**config.mk**
```make
export PLATFORM = sky130hd
export DESIGN_NAME = peg_l2_rx_pkt_arb
export DESIGN_NICKNAME = d
export VERILOG_FILES = /design/src/rtl/peg_l2_rx_pkt_arb.sv
export SDC_FILE = /design/constraint.sdc
export NUM_CORES = 1
export LEC_CHECK = 0
export CAP_MARGIN = 5
export CORE_AREA = 2 2 99 101
export CTS_BUF_LIST = sky130_fd_sc_hd__clkbuf_4
export DETAILED_ROUTE_END_ITERATION = 8
export DIE_AREA = 0 0 101 103
export PLACE_DENSITY = 0.7
export SYNTH_ARGS = -nofsm -noshare
export SYNTH_HDL_FRONTEND = slang
export SYNTH_SLANG_ARGS = --single-unit
```
**constraint.sdc**
```tcl
create_clock -name i_clk -period 1.69 [get_ports i_clk]
set_input_delay 0.169 -clock i_clk [delete_from_list [all_inputs] [get_ports i_clk]]
set_output_delay 0.169 -clock i_clk [all_outputs]
set_load 0.02 [all_outputs]
```
**src/rtl/peg_l2_rx_pkt_arb.sv**
```systemverilog
// Packet-granular round-robin arbiter: two L2 RS RX ports share one MAC RX pipeline.
// The grant locks from SOP to EOP, orphan beats in idle are dropped, and packets longer
// than MAX_PKT_BEATS are cut short with eop+error and their tail discarded.
// Optional statistics counters are enabled by defining PEG_L2_RX_PKT_ARB_STATS_EN.
module peg_l2_rx_pkt_arb #(
    parameter int unsigned PKT_DATA_W    = 64,
    parameter int unsigned PKT_SIZE_W    = 16,
    parameter int unsigned MAX_PKT_BEATS = 200,
    parameter int unsigned BEAT_CNTR_W   = 8
) (
    input  logic                  i_clk,
    input  logic                  i_rst,
    input  logic                  i_p0_pkt_valid,
    input  logic                  i_p0_pkt_sop,
    input  logic                  i_p0_pkt_eop,
    input  logic [PKT_DATA_W-1:0] i_p0_pkt_data,
    input  logic [PKT_SIZE_W-1:0] i_p0_pkt_size,
    input  logic                  i_p0_pkt_error,
    output logic                  o_p0_pkt_ready,
    input  logic                  i_p1_pkt_valid,
    input  logic                  i_p1_pkt_sop,
    input  logic                  i_p1_pkt_eop,
    input  logic [PKT_DATA_W-1:0] i_p1_pkt_data,
    input  logic [PKT_SIZE_W-1:0] i_p1_pkt_size,
    input  logic                  i_p1_pkt_error,
    output logic                  o_p1_pkt_ready,
    input  logic                  i_mac_pkt_ready,
`ifdef PEG_L2_RX_PKT_ARB_STATS_EN
    output logic [31:0]           o_stats_p0_pkt_cnt,
    output logic [31:0]           o_stats_p1_pkt_cnt,
    output logic [15:0]           o_stats_orphan_cnt,
    output logic [15:0]           o_stats_trunc_cnt,
`endif
    output logic                  o_mac_pkt_valid,
    output logic                  o_mac_pkt_sop,
    output logic                  o_mac_pkt_eop,
    output logic [PKT_DATA_W-1:0] o_mac_pkt_data,
    output logic [PKT_SIZE_W-1:0] o_mac_pkt_size,
    output logic                  o_mac_pkt_error,
    output logic                  o_mac_pkt_port
);

    typedef enum logic [1:0] {
        StIdle    = 2'd0,
        StXfer    = 2'd1,
        StDiscard = 2'd2
    } state_e;

    localparam logic [BEAT_CNTR_W-1:0] LastBeat = BEAT_CNTR_W'(MAX_PKT_BEATS - 1);

    state_e                 r_state;
    state_e                 w_state_nxt;
    logic                   r_rr_ptr;
    logic                   w_rr_ptr_nxt;
    logic                   r_grant;
    logic                   w_grant_nxt;
    logic [BEAT_CNTR_W-1:0] r_beat_cntr;
    logic [BEAT_CNTR_W-1:0] w_beat_cntr_nxt;

    logic                   w_req0;
    logic                   w_req1;
    logic                   w_orph0;
    logic                   w_orph1;
    logic                   w_sel_valid;
    logic                   w_sel_sop;
    logic                   w_sel_eop;
    logic [PKT_DATA_W-1:0]  w_sel_data;
    logic [PKT_SIZE_W-1:0]  w_sel_size;
    logic                   w_sel_error;
    logic                   w_trunc;
    logic                   w_mac_hs;
    logic                   w_eop_fwd;
    logic                   w_trunc_fwd;
    logic [1:0]             w_orphan_drops;

    // Request decode and granted-port mux; the data path stays combinational.
    always_comb begin
        w_req0      = i_p0_pkt_valid & i_p0_pkt_sop;
        w_req1      = i_p1_pkt_valid & i_p1_pkt_sop;
        w_orph0     = i_p0_pkt_valid & ~i_p0_pkt_sop;
        w_orph1     = i_p1_pkt_valid & ~i_p1_pkt_sop;
        w_sel_valid = r_grant ? i_p1_pkt_valid : i_p0_pkt_valid;
        w_sel_sop   = r_grant ? i_p1_pkt_sop   : i_p0_pkt_sop;
        w_sel_eop   = r_grant ? i_p1_pkt_eop   : i_p0_pkt_eop;
        w_sel_data  = r_grant ? i_p1_pkt_data  : i_p0_pkt_data;
        w_sel_size  = r_grant ? i_p1_pkt_size  : i_p0_pkt_size;
        w_sel_error = r_grant ? i_p1_pkt_error : i_p0_pkt_error;
        // Last permitted beat without EOP: close the packet ourselves.
        w_trunc     = w_sel_valid & ~w_sel_eop & (r_beat_cntr == LastBeat);
        w_mac_hs    = w_sel_valid & i_mac_pkt_ready;
    end

    // FSM next state, grant/round-robin/beat-count updates and all outputs.
    always_comb begin
        w_state_nxt     = r_state;
        w_grant_nxt     = r_grant;
        w_rr_ptr_nxt    = r_rr_ptr;
        w_beat_cntr_nxt = r_beat_cntr;
        o_mac_pkt_valid = 1'b0;
        o_mac_pkt_sop   = 1'b0;
        o_mac_pkt_eop   = 1'b0;
        o_mac_pkt_data  = '0;
        o_mac_pkt_size  = '0;
        o_mac_pkt_error = 1'b0;
        o_mac_pkt_port  = 1'b0;
        o_p0_pkt_ready  = 1'b0;
        o_p1_pkt_ready  = 1'b0;
        w_eop_fwd       = 1'b0;
        w_trunc_fwd     = 1'b0;
        w_orphan_drops  = 2'd0;
        unique case (r_state)
            StIdle: begin
                // SOP beats are held for XFER; non-SOP beats are orphans and get flushed.
                o_p0_pkt_ready  = w_orph0;
                o_p1_pkt_ready  = w_orph1;
                w_orphan_drops  = {1'b0, w_orph0} + {1'b0, w_orph1};
                w_beat_cntr_nxt = '0;
                if (w_req0 && w_req1) begin
                    w_grant_nxt = r_rr_ptr;
                    w_state_nxt = StXfer;
                end else if (w_req0) begin
                    w_grant_nxt = 1'b0;
                    w_state_nxt = StXfer;
                end else if (w_req1) begin
                    w_grant_nxt = 1'b1;
                    w_state_nxt = StXfer;
                end
            end
            StXfer: begin
                o_mac_pkt_valid = w_sel_valid;
                o_mac_pkt_sop   = w_sel_sop;
                o_mac_pkt_eop   = w_sel_eop | w_trunc;
                o_mac_pkt_data  = w_sel_data;
                o_mac_pkt_size  = w_sel_size;
                o_mac_pkt_error = w_sel_error | w_trunc;
                o_mac_pkt_port  = r_grant;
                if (r_grant) begin
                    o_p1_pkt_ready = i_mac_pkt_ready;
                end else begin
                    o_p0_pkt_ready = i_mac_pkt_ready;
                end
                if (w_mac_hs) begin
                    if (w_sel_eop) begin
                        w_state_nxt     = StIdle;
                        w_rr_ptr_nxt    = ~r_grant;
                        w_beat_cntr_nxt = '0;
                        w_eop_fwd       = 1'b1;
                    end else if (w_trunc) begin
                        w_state_nxt     = StDiscard;
                        w_beat_cntr_nxt = '0;
                        w_trunc_fwd     = 1'b1;
                    end else begin
                        w_beat_cntr_nxt = r_beat_cntr + BEAT_CNTR_W'(1);
                    end
                end
            end
            StDiscard: begin
                // Flush the rest of the runaway packet, including its EOP beat.
                if (r_grant) begin
                    o_p1_pkt_ready = 1'b1;
                end else begin
                    o_p0_pkt_ready = 1'b1;
                end
                if (w_sel_valid && w_sel_eop) begin
                    w_state_nxt  = StIdle;
                    w_rr_ptr_nxt = ~r_grant;
                end
            end
            default: begin
                w_state_nxt = StIdle;
            end
        endcase
    end

    // Arbiter state registers with synchronous reset.
    always_ff @(posedge i_clk) begin
        if (i_rst) begin
            r_state     <= StIdle;
            r_rr_ptr    <= 1'b0;
            r_grant     <= 1'b0;
            r_beat_cntr <= '0;
        end else begin
            r_state     <= w_state_nxt;
            r_rr_ptr    <= w_rr_ptr_nxt;
            r_grant     <= w_grant_nxt;
            r_beat_cntr <= w_beat_cntr_nxt;
        end
    end

`ifdef PEG_L2_RX_PKT_ARB_STATS_EN
    logic [31:0] r_stats_p0_pkt_cnt;
    logic [31:0] r_stats_p1_pkt_cnt;
    logic [15:0] r_stats_orphan_cnt;
    logic [15:0] r_stats_trunc_cnt;
    logic [16:0] w_orphan_sum;
    logic        w_pkt_fwd;

    // A truncated beat reaches the MAC with eop set, so it counts as a forwarded packet.
    always_comb begin
        w_pkt_fwd    = w_eop_fwd | w_trunc_fwd;
        w_orphan_sum = {1'b0, r_stats_orphan_cnt} + {15'd0, w_orphan_drops};
    end

    // Saturating statistics counters.
    always_ff @(posedge i_clk) begin
        if (i_rst) begin
            r_stats_p0_pkt_cnt <= '0;
            r_stats_p1_pkt_cnt <= '0;
            r_stats_orphan_cnt <= '0;
            r_stats_trunc_cnt  <= '0;
        end else begin
            if (w_pkt_fwd && !r_grant && (r_stats_p0_pkt_cnt != '1)) begin
                r_stats_p0_pkt_cnt <= r_stats_p0_pkt_cnt + 32'd1;
            end
            if (w_pkt_fwd && r_grant && (r_stats_p1_pkt_cnt != '1)) begin
                r_stats_p1_pkt_cnt <= r_stats_p1_pkt_cnt + 32'd1;
            end
            r_stats_orphan_cnt <= w_orphan_sum[16] ? 16'hFFFF : w_orphan_sum[15:0];
            if (w_trunc_fwd && (r_stats_trunc_cnt != '1)) begin
                r_stats_trunc_cnt <= r_stats_trunc_cnt + 16'd1;
            end
        end
    end

    assign o_stats_p0_pkt_cnt = r_stats_p0_pkt_cnt;
    assign o_stats_p1_pkt_cnt = r_stats_p1_pkt_cnt;
    assign o_stats_orphan_cnt = r_stats_orphan_cnt;
    assign o_stats_trunc_cnt  = r_stats_trunc_cnt;
`endif

endmodule

```
==> impl_results.md <==
* Port Buf Inserts at 257
* Top-area cell type share of the netlist area at 42.5%
* Ys flop type: dfxtp_1
* Cells after synthesis at 269
* Inserted Diodes at 0
* Failing checks: negative setup slack
* Peak VDD IR at 0.450 mV
* Inserted Clock Buffers at 3
* Post-route ant nets at 0
* Max-Cap Viols at 0
* Worst-path clk slew at 0.08 ns
* Data required, critical path at 1.88 ns
* Die height at 103 um
* Most frequent cell after synthesis: mux2i_1
* Final setup TNS at -0.929 ns
* Top cells by instance count after synthesis: mux2i_1, nor2_1, dfxtp_1, buf_2, clkbuf_1
* Syn. warnings at 0
* Area growth syn-to-layout at 157%
* Setup Crit Path Kind: reg2reg
* EDFF count, synth at 0
* Crit Reg-Reg Startpoint: r_grant$_SDFFE_PP0P_
* Post-synth top area cell: mux2i_1
* Flop pwr share at 8.7%
* Post-DP HPWL at 8530 um
* Relative slew margins at 58.3%
* Number of cell rows at 36
* Syn avg cell area at 7.35 sq um
* Fin crit share at 105%
* Logic pwr share at 86.9%
* Achievable frequency at 562 MHz
* Routed vias/inst at 4.56
* IO Pins at 258
* FF+latch count, synth at 12
* Gr ovfl total at 0
* Slew @ Worst Pin at 0.623 ns
* Netlist cell types at 42
* H-tree depth at 1
* Min Tclk post-route at 1.78 ns
* WL final at 10500 um
* R2R Path End: r_beat_cntr[5]$_SDFFE_PP0P_
* GRT Total Usage at 17.0%
* 1st-iter DRT viols at 46
* Initial Utilization at 20.9%
* TritonCTS clock tree: yes
* Number of global-route vias before repair at 3013
* Max clock buf depth at 2
* CTS Root Cell: clkbuf_4
* Hold-critical path depth at 2
* Power Internal at 2.08 mW
* Ys async rst share at 0%
* Crit path launch type: flop
* Syn_nets at 441
* Finished Layout Cells at 683
* Core area at 0.00946 sq mm
* Final hold vios at 0
* Drt first pass iters at 4
* Critical Path AT at 1.97 ns
* Largest net degree at the start of global routing at 49
* Post-DR wirelength/cell at 15.4 um
* Clk_lat worst skew at 0.27 ns
* Post-Syn Area at 0.00198 sq mm
* Worst Setup End Kind: flop
* Via count at 3117
* Ranking of synthesized cells by area: mux2i_1, nor2_1, dfxtp_1, buf_2, a211oi_1
* Status: finished with violations
* Worst setup margin at -0.0903 ns
* Switching fraction of total power at 48.5%
* Power per standard cell area at 794 mW/mm^2
* Setup slack, reg-to-reg at -0.09 ns
* DIE AREA at 0.0104 sq mm
* Clock sink total at 12
* Share of post-route cells with drive strength above 1 at 32.5%
* Worst r2r path cells at 6
* Leakage at 2.11 nW
* Setup Skew at 0.0114 ns
* Unrepaired setup endpoints after global routing: yes
* Hold path startpoint: r_rr_ptr$_SDFFE_PP0P_
* Horiz. Die Dim at 101 um
* First-pass GRT wire length at 14400 um
* Hold endpoint: r_rr_ptr$_SDFFE_PP0P_
* Hold crit path type: reg2reg
* DRC viols at 0
* GPL Wtd Cong at 0.818
* Placed cells at 661
* Initial antenna violation count at 0
* Sw Pwr at 1.96 mW
* Max-slew violations at 0
* Worst-path maximum fanout at 6
* Post-synthesis sequential area ratio at 12.1%
* Clock share of power at 4.4%
* Final setup viols at 34
* Final nets at 742
how the worst max path moves through the flow:
stage,depth (start not counted),endpoint,start
floorplan,5,o_p1_pkt_ready,r_grant$_SDFFE_PP0P_
global placement,5,o_mac_pkt_valid,i_p0_pkt_valid
detailed placement,5,o_mac_pkt_eop,i_p1_pkt_valid
CTS,6,r_beat_cntr[7]$_SDFFE_PP0P_,r_grant$_SDFFE_PP0P_
global route,6,r_beat_cntr[5]$_SDFFE_PP0P_,r_grant$_SDFFE_PP0P_
finish,6,r_beat_cntr[5]$_SDFFE_PP0P_,r_grant$_SDFFE_PP0P_
worst max-delay path, cell delays in order, from the launching register on:
cell and delay (ns):
dfxtp_4 0.36, buf_6 0.12, buf_6 0.11, mux2_4 0.21, a31oi_4 0.13, or4_4 0.56
a211oi_2 0.22
cell type report:
type                            count  area (sq um)
Multi-Input combinational cell    232          1750
Inverter                            4          15.0
Sequential cell                    12           246
Clock inverter                      1          3.75
Clock buffer                        3          22.5
Timing Repair Buffer              317          2920
Fill cell                         933          4370
Tap cell                          114           143
what timing repair did:
action                                  4_1_cts  5_1_grt
hold buffers                                  0        0
endpoints found under the setup margin       93       82
pin swaps                                     9       11
setup buffers                                 8        7
cloned                                        1        5
resized for setup                           265      117
per-layer routing:
layer,up-vias,GRT usage (%),part of all wire (%),wire length [um]
met1,1434,19.4,38,4010
li1,1564,-,-,-
met4,0,3.95,0.65,68
met3,6,2.85,5.4,574
met2,113,33.0,56,5880
met5,-,0,0,0
power groups by stage:
stage                     combinational, mW  sequential (mW)  clock, mW
after floorplan                        1.68            0.353          0
after global placement                 3.50            0.350          0
after detailed placement               3.54            0.355          0
after CTS                              3.43            0.347      0.186
after global routing                   3.73            0.356      0.200
final                                  3.51            0.352      0.179
cells by family after synthesis:
logic type | after synthesis | share of synthesized area (%)
adder cells (fa/ha/maj) | 1 | 0.632
buffers and inverters | 25 | 5.76
XOR/XNOR | 1 | 0.443
flip-flops | 12 | 12.1
AND/OR/NAND/NOR | 112 | 24.8
AO/OA/AOI/OAI | 33 | 13.0
multiplexers | 85 | 43.3
flip-flops by register name, summed over array words and instances, names as in the netlist:
signal,cells
r_grant,1
r_beat_cntr,8
r_state,2
r_rr_ptr,1
placed cells by master (no fill, tap or decap), types with 2 or more instances in the layout:
master / instances
clkdlybuf4s50_1: 170
nor2_1: 82
mux2i_1: 80
buf_4: 51
buf_2: 37
clkbuf_2: 30
buf_12: 11
buf_6: 10
dfxtp_1: 9
a211oi_2: 6
clkbuf_16: 5
inv_1: 4
a21oi_1: 4
mux2i_2: 3
nor2b_1: 3
nand2_1: 3
nand3_1: 3
o21ai_2: 3
or3_1: 3
clkbuf_4: 3
nor2_2: 2
a21oi_2: 2
nor3_1: 2
and2_4: 2
or4_4: 2
a211oi_1: 2
o31ai_1: 2
o21ai_0: 2
a31oi_1: 2
buf_8: 2
dfxtp_2: 2
metrics by stage:
stage | power, mW | hold slack, ns | utilization [%] | worst slack (ns) | area, sq um
global route | 4.29 | 0.552 | 53.8 | -0.177 | 5090
finish | 4.04 | 0.494 | 53.8 | -0.0903 | 5090
detailed placement | 3.89 | 0.478 | 53.2 | -0.260 | 5030
CTS | 3.97 | 0.487 | 53.7 | -0.0783 | 5080
floorplan | 2.04 | 0.247 | - | 0.129 | 1980
global placement | 3.85 | 0.467 | 53.2 | -0.239 | 5030
Note: power is estimated with default switching activity, not from simulation.
